$ cat src/rtl/mem_cycle_ctl.sv
// CPU-side initiator for the 32k x 12 core memory: issues mem_start, captures the
// strobed read word, supplies restore/replace data and reports completion or timeout.
module mem_cycle_ctl #(
  parameter logic [8:0]  TIMEOUT = 9'd300,
  parameter int unsigned GAP     = 2
) (
  input  logic        clk,
  input  logic        reset_n,
  input  logic        req,
  input  logic [1:0]  op,
  input  logic [14:0] addr,
  input  logic [11:0] wdata,
  output logic        busy,
  output logic        ack,
  output logic [11:0] rdata,
  output logic        zero,
  output logic        err,
  output logic        mem_start,
  output logic [14:0] mem_addr,
  output logic [11:0] mem_wdata,
  input  logic [11:0] mem_data_in,
  input  logic        strobe_n,
  input  logic        mem_done_n
);

  localparam int unsigned   GW       = (GAP < 2) ? 1 : $clog2(GAP + 1);
  localparam logic [GW-1:0] GAP_LOAD = GW'(GAP);

  typedef enum logic [1:0] {IDLE, WAIT_STB, WAIT_DONE} state_e;

  state_e        state_q, state_d;
  logic [8:0]    timer_q, timer_d;
  logic [GW-1:0] gap_q, gap_d, gap_dec;
  logic          strobe_q;
  logic [1:0]    op_q, op_d;
  logic [11:0]   wdata_q, wdata_d;
  logic          busy_q, busy_d;
  logic          ack_q, ack_d;
  logic [11:0]   rdata_q, rdata_d;
  logic          zero_q, zero_d;
  logic          err_q, err_d;
  logic          mem_start_q, mem_start_d;
  logic [14:0]   mem_addr_q, mem_addr_d;
  logic [11:0]   mem_wdata_q, mem_wdata_d;

  logic accept, strobe_fall, timeout;

  // Accept on the edge where the gap count reaches zero, so mem_start stays
  // low for exactly GAP cycles between back-to-back requests.
  assign gap_dec     = (gap_q != '0) ? gap_q - GW'(1) : '0;
  assign accept      = (state_q == IDLE) && req && (gap_dec == '0);
  assign strobe_fall = strobe_q && !strobe_n;
  assign timeout     = (timer_q == TIMEOUT);

  always_ff @(posedge clk or negedge reset_n) begin
    if (!reset_n) state_q <= IDLE;
    else          state_q <= state_d;
  end

  always_comb begin
    state_d = state_q;
    unique case (state_q)
      IDLE:      if (accept) state_d = WAIT_STB;
      WAIT_STB:  if (timeout) state_d = IDLE;
                 else if (strobe_fall) state_d = WAIT_DONE;
      WAIT_DONE: if (timeout || !mem_done_n) state_d = IDLE;
      default:   state_d = IDLE;
    endcase
  end

  always_comb begin
    timer_d     = timer_q;
    gap_d       = gap_q;
    op_d        = op_q;
    wdata_d     = wdata_q;
    busy_d      = busy_q;
    ack_d       = 1'b0;
    rdata_d     = rdata_q;
    zero_d      = zero_q;
    err_d       = err_q;
    mem_start_d = mem_start_q;
    mem_addr_d  = mem_addr_q;
    mem_wdata_d = mem_wdata_q;
    unique case (state_q)
      IDLE: begin
        gap_d = gap_dec;
        if (accept) begin
          mem_addr_d  = addr;
          op_d        = op;
          wdata_d     = wdata;
          err_d       = 1'b0;
          zero_d      = 1'b0;
          mem_start_d = 1'b1;
          busy_d      = 1'b1;
          timer_d     = '0;
        end
      end
      WAIT_STB, WAIT_DONE: begin
        timer_d = timer_q + 9'd1;
        if (timeout) begin
          err_d       = 1'b1;
          ack_d       = 1'b1;
          mem_start_d = 1'b0;
          busy_d      = 1'b0;
          gap_d       = GAP_LOAD;
        end else if (state_q == WAIT_STB) begin
          if (strobe_fall) begin
            rdata_d = mem_data_in;
            unique case (op_q)
              2'b01: mem_wdata_d = wdata_q;
              2'b10: begin
                mem_wdata_d = mem_data_in + 12'd1;
                zero_d      = (mem_data_in == 12'o7777);
              end
              default: mem_wdata_d = mem_data_in;
            endcase
          end
        end else if (!mem_done_n) begin
          ack_d       = 1'b1;
          mem_start_d = 1'b0;
          busy_d      = 1'b0;
          gap_d       = GAP_LOAD;
        end
      end
      default: ;
    endcase
  end

  always_ff @(posedge clk or negedge reset_n) begin
    if (!reset_n) begin
      timer_q     <= '0;
      gap_q       <= '0;
      strobe_q    <= 1'b1;
      op_q        <= '0;
      wdata_q     <= '0;
      busy_q      <= 1'b0;
      ack_q       <= 1'b0;
      rdata_q     <= '0;
      zero_q      <= 1'b0;
      err_q       <= 1'b0;
      mem_start_q <= 1'b0;
      mem_addr_q  <= '0;
      mem_wdata_q <= '0;
    end else begin
      timer_q     <= timer_d;
      gap_q       <= gap_d;
      strobe_q    <= strobe_n;
      op_q        <= op_d;
      wdata_q     <= wdata_d;
      busy_q      <= busy_d;
      ack_q       <= ack_d;
      rdata_q     <= rdata_d;
      zero_q      <= zero_d;
      err_q       <= err_d;
      mem_start_q <= mem_start_d;
      mem_addr_q  <= mem_addr_d;
      mem_wdata_q <= mem_wdata_d;
    end
  end

  assign busy      = busy_q;
  assign ack       = ack_q;
  assign rdata     = rdata_q;
  assign zero      = zero_q;
  assign err       = err_q;
  assign mem_start = mem_start_q;
  assign mem_addr  = mem_addr_q;
  assign mem_wdata = mem_wdata_q;

endmodule

$ cat config.mk
export PLATFORM = sky130hd
export DESIGN_NAME = mem_cycle_ctl
export DESIGN_NICKNAME = d
export VERILOG_FILES = /design/src/rtl/mem_cycle_ctl.sv
export SDC_FILE = /design/constraint.sdc
export NUM_CORES = 1
export LEC_CHECK = 0
export ABC_CLOCK_PERIOD_IN_PS = 4300
export CORE_MARGIN = 2
export CORE_UTILIZATION = 48
export CTS_CLUSTER_DIAMETER = 100
export CTS_CLUSTER_SIZE = 14
export DETAILED_ROUTE_END_ITERATION = 12
export PLACE_DENSITY = 0.9
export RECOVER_POWER = 100
export SYNTH_ARGS = -nofsm -noshare
export SYNTH_HDL_FRONTEND = slang
export SYNTH_SLANG_ARGS = --single-unit
$ cat constraint.sdc
create_clock -name clk -period 4.3 [get_ports clk]
set_input_delay 0.86 -clock clk [delete_from_list [all_inputs] [get_ports clk]]
set_output_delay 0.86 -clock clk [all_outputs]
set_load 0.05 [all_outputs]
* Yosys cells after proc, flatten, opt, wreduce, memory -nomap -nowiden *
Cells that the tools add are included.

storage, ports and cells
  register bits after elaboration = 71
  bits in latches = 0
  bits in writable memories = 0
  memory bits (read-only) = 0
  bits of input ports = 46
  output and inout bits = 44
  logic and storage cells = 82
  memories kept = 0

operators by class
  add/subtract/negate cells = 3
  multiply operators = 0
  divide/modulo/power cells = 0
  $lt $le $gt $ge = 0
  equal/unequal tests = 16
  shift-type cells = 0
  multiplexer cells = 30
  bitwise operators = 1
  reductions and logical operators = 19

operators by type and width
  kind                                                             count
  12-bit case mux with 2 select lines                              1
  9-bit case mux with 2 select lines                               1
  2-bit two-way mux                                                8
  1-bit two-way mux                                                14
  12-bit by 1-bit adder with 12-bit output, second input constant  1
  12-bit == test, second input constant                            1
  2-bit != test, second input constant                             6
  9-bit by 1-bit adder with 9-bit output, second input constant    1
  9-bit == test, second input constant                             1
  9-bit two-way mux                                                1
  3-bit != test, second input constant                             3
  3-bit AND reduction                                              3
  4-bit AND reduction                                              2
  1-bit case mux with 2 select lines                               3
  2-bit case mux with 3 select lines                               1
  6-bit AND reduction                                              1
  2-bit by 1-bit == test with 1-bit output, second input constant  2
  2-bit == test, second input constant                             2
  2-bit zero test                                                  2
  2-bit case mux with 2 select lines                               1
  2-bit AND reduction                                              2
  2-bit nonzero test                                               2
  1-bit logical AND                                                3
  1-bit zero test                                                  2
  other kinds (5)                                                  5

* Longest topological paths before layout *
  depth in word-level cells = 6
  mapped depth = 7
  gate-level depth less buffers = 6

* Least setup slack after synthesis *
No wires, ideal clock.

  path kind = in2reg
  from = in mem_data_in[0]
  to = reg mem_wdata_q[10] (netlist: mem_wdata[10])
  library setup time = 0.076 ns
  data arrival time = 2.074 ns
  data required time = 4.224 ns
  slack = 2.150 ns
  stages = 5
  path buffers = 0
  cells stage by stage = ha_1 > nand4_1 > or4_1 > a32o_1 > o21ai_1

between the ends
  word-level cells in the longest chain between the ends = 2

ends and longest elaborated chain
  element                                   RTL line  text
  start, declared                           21        input logic [11:0] mem_data_in,
  12-bit by 1-bit adder with 12-bit output  112       mem_wdata_d = mem_data_in + 12'd1;
  12-bit case mux with 2 select lines       109       unique case (op_q)
  end signal, assigned                      157       mem_wdata_q <= mem_wdata_d;
  end, declared                             44        logic [11:0] mem_wdata_q, mem_wdata_d;

No other way between the ends.
A chain may end at the register's enable or synchronous reset.

* Worst setup path after layout *
  from = reg timer_q[4]
  to = reg mem_wdata_q[3] (netlist: mem_wdata[3])

between the ends
  word-level cells in the longest chain between the ends = 3

ends and longest elaborated chain
  element                               RTL line  text
  start, declared                       32        logic [8:0] timer_q, timer_d;
  start signal, assigned                145       timer_q <= timer_d;
  9-bit == test                         53        assign timeout = (timer_q == TIMEOUT);
  1-bit NOT (no source line)            --
  4-bit AND reduction (no source line)  --

No other way between the ends.

==> flow_summary.ini <==
[finish]
fin_util_pct = 64.67
nFillCells = 578
final_common_cell = nand2_1
multi_input_area_um2 = 1580
drive_gt1_share_pct = 6.356
final_cell_mix = nand2_1 (106), dfrtp_1 (70), dlygate4sd3_1 (48), clkdlybuf4s50_1 (40), o21ai_0 (26)
fin_nets = 523
synthToLayoutAreaGrowth_pct = 31.95
antenna_cells = 0
regArea_um2 = 1778
stdcell_count = 571

[detailed_routing]
dr.pass1.iters = 6
wl_per_cell_um = 15.25
dr_wl_met3_um = 614
met2WireLength_um = 4165
top_layer = met4
routed_wl_um = 8707
detail-route-antenna-nets = 0
drtIter0Drc = 348
drc = 0
via_per_inst = 5.504
drt-met1-wl_um = 3746
vias = 3143

[synth]
synth_area_um2 = 3517
yosysWarnings = 0
ys.flop_type = dfrtp_1
synth_mux_area_share_pct = 3.486
avgSynthCellArea_um2 = 9.256
yosys.cell_types.count = 54
synthArstFlopShare_pct = 100.0
yosysSeqAreaShare_pct = 50.55
syn_nets = 436
synth_edf_count = 0
syn_inst = 380
synth_xor_xnor_area_share_pct = 0.9961
synthSimpleGateAreaFrac_pct = 21.31
synth_adder_area_share_pct = 3.557
synth_top_family_by_area = simple AND/OR/NAND/NOR gates
synth_compound_area_share_pct = 15.87
synth_seq_cells = 71

[power]
powerDensity_nw_per_um2 = 780.2
leakagePower_nw = 2.117
vdd.ir_drop.worst_mv = 0.3415

[setup_path]
r2r_setup_slack_ns = 1.31
crit_type = register to register
critPathArrivalTime_ns = 3.21
required_ns = 4.52
endpoint_kind = register
startpoint_type = register
crit_fanout = 29
ff2ff_path_depth = 4

[timing]
fin_skew_ns = 0.01077
rsz0062_at_grt = no
worst_slew_pin_slew_ns = 1.745
fin_crit_sh_pct = 69.58
fin_setup_tns_ns = 0
max_freq_ghz = 0.3342
setup_viol = 0
post-route-min-period_ns = 2.992
slew_violations = 35
slew_headroom_pct = -16.33
finalHoldViolCount = 0

[cts]
cts.path.max_buffers = 2
ctsHoldBuffers = 0
postCtsSetupBuffers = 0
cts_root_buf = clkbuf_8
cts_resized = 0
clock_latency_ns = 0.35
clk_pin_slew_ns = 0.07
clock_sinks = 71
h-tree-depth = 3
cts_tree = yes
cts_buffers = 9

[grt]
grt-ovfl-total = 0
grt_pass1_wl_um = 14110
antenna_found_initial = 0
grt_start_max_net_pins = 39
gr-usage-all-layers_pct = 23.00
grt_pass1_vias = 3018

[outcome]
status = finished with violations
violations = capacitance limit, slew limit

[die]
start_util_pct = 49.01
ios = 90
dieArea_um2 = 8028
die_h_um = 89.60
dieWidth_um = 89.60
core_um2 = 7176
rows = 31

[place]
dp_hpwl_um = 6301
numPortBuffers = 89
dp.cells = 555
routabilityCongestion = 0.8877

[job]
cap_violations = 1

[worst_hold_path]
hp-class = register to register
worst_hold_path.num_cells = 2
## cell families (layout without fill, tap and decap cells)
logic type | Yosys count | in the layout
AND/OR/NAND/NOR | 165 | 165
adder cells (fa/ha/maj) | 10 | 10
buffers and inverters | 34 | 126
AO/OA/AOI/OAI | 85 | 85
XOR/XNOR | 4 | 4
flip-flops | 71 | 71
multiplexers | 11 | 11
## critical path, cell delays in order (launching register included)
cell and delay [ns]:
dfrtp_1 0.44, or4b_1 0.62, o2111ai_2 0.93, clkbuf_1 0.48
mux2_2 0.40
## per-stage QoR
stage               hold slack (ns)  power (W)  setup slack [ns]  area [um2]
detailed placement           0.4611   0.003178             1.272        4472
finish                       0.4707   0.003621             1.308        4641
CTS                          0.4791   0.003713             1.535        4662
global route                 0.5140   0.003852             1.110        4641
floorplan                    0.4453   0.002526             2.150        3517
global placement             0.4591   0.003113             1.343        4472
## flip-flops by register name (all words and copies together), names as in the netlist
signal and cells:
ack 1, err 1, gap_q 2, mem_addr 15, mem_start 1, mem_wdata 12
op_q 2, rdata 12, state_q 2, strobe_q 1, timer_q 9, wdata_q 12
zero 1
## path summary, 6_finish.rpt
check / from / endpoint
max: timer_q[4] / mem_wdata[3]
min: mem_addr[13] / mem_addr[13]
max reg2reg: timer_q[4] / mem_wdata[3]
min reg2reg: mem_addr[13] / mem_addr[13]
max in group asynchronous: reset_n / mem_wdata[4]
min in group asynchronous: reset_n / mem_addr[11]
## area by class of cell
cell class | count | share of cell area, %
Sequential cell | 71 | 38.31
Inverter | 17 | 1.375
Multi-Input combinational cell | 275 | 34.05
Timing Repair Buffer | 93 | 19.49
Tap cell | 99 | 2.669
Clock inverter | 4 | 0.9706
Clock buffer | 12 | 3.128
## power by group
part / internal, W / leakage (nW) / total, W / switching [W]
Clock: 0.000281 / 0.100 / 0.000516 / 0.000235
Combinational: 0.000625 / 1.13 / 0.00197 / 0.00134
Sequential: 0.000951 / 0.888 / 0.00114 / 0.000187
## layer usage
metal / GRT usage, % / up-vias
li1: - / 1501
met1: 30.74 / 1485
met2: 36.90 / 141
met3: 4.022 / 16
met4: 10.04 / 0
met5: 0 / -
## synth_stat cells (3+ instances only)
cell type	count	share of area, %
a21o_1	3	0.64
a21oi_1	21	3.0
a221oi_1	4	1.0
a31oi_1	3	0.53
a32o_1	3	0.85
a32oi_1	3	0.75
buf_2	5	0.71
clkbuf_1	7	0.75
dfrtp_1	70	50
ha_1	10	3.6
inv_1	17	1.8
mux2_2	10	3.2
nand2_1	106	11
nand2b_1	3	0.53
nand3_1	8	1.1
nand4_1	3	0.53
nor2_1	14	1.5
nor2b_1	7	1.2
nor4_1	4	0.71
o211ai_1	4	0.85
o21a_1	3	0.64
o21ai_0	26	3.7
or3_1	3	0.53
xor2_1	4	1.0
Power figures use the tool's default switching activity.
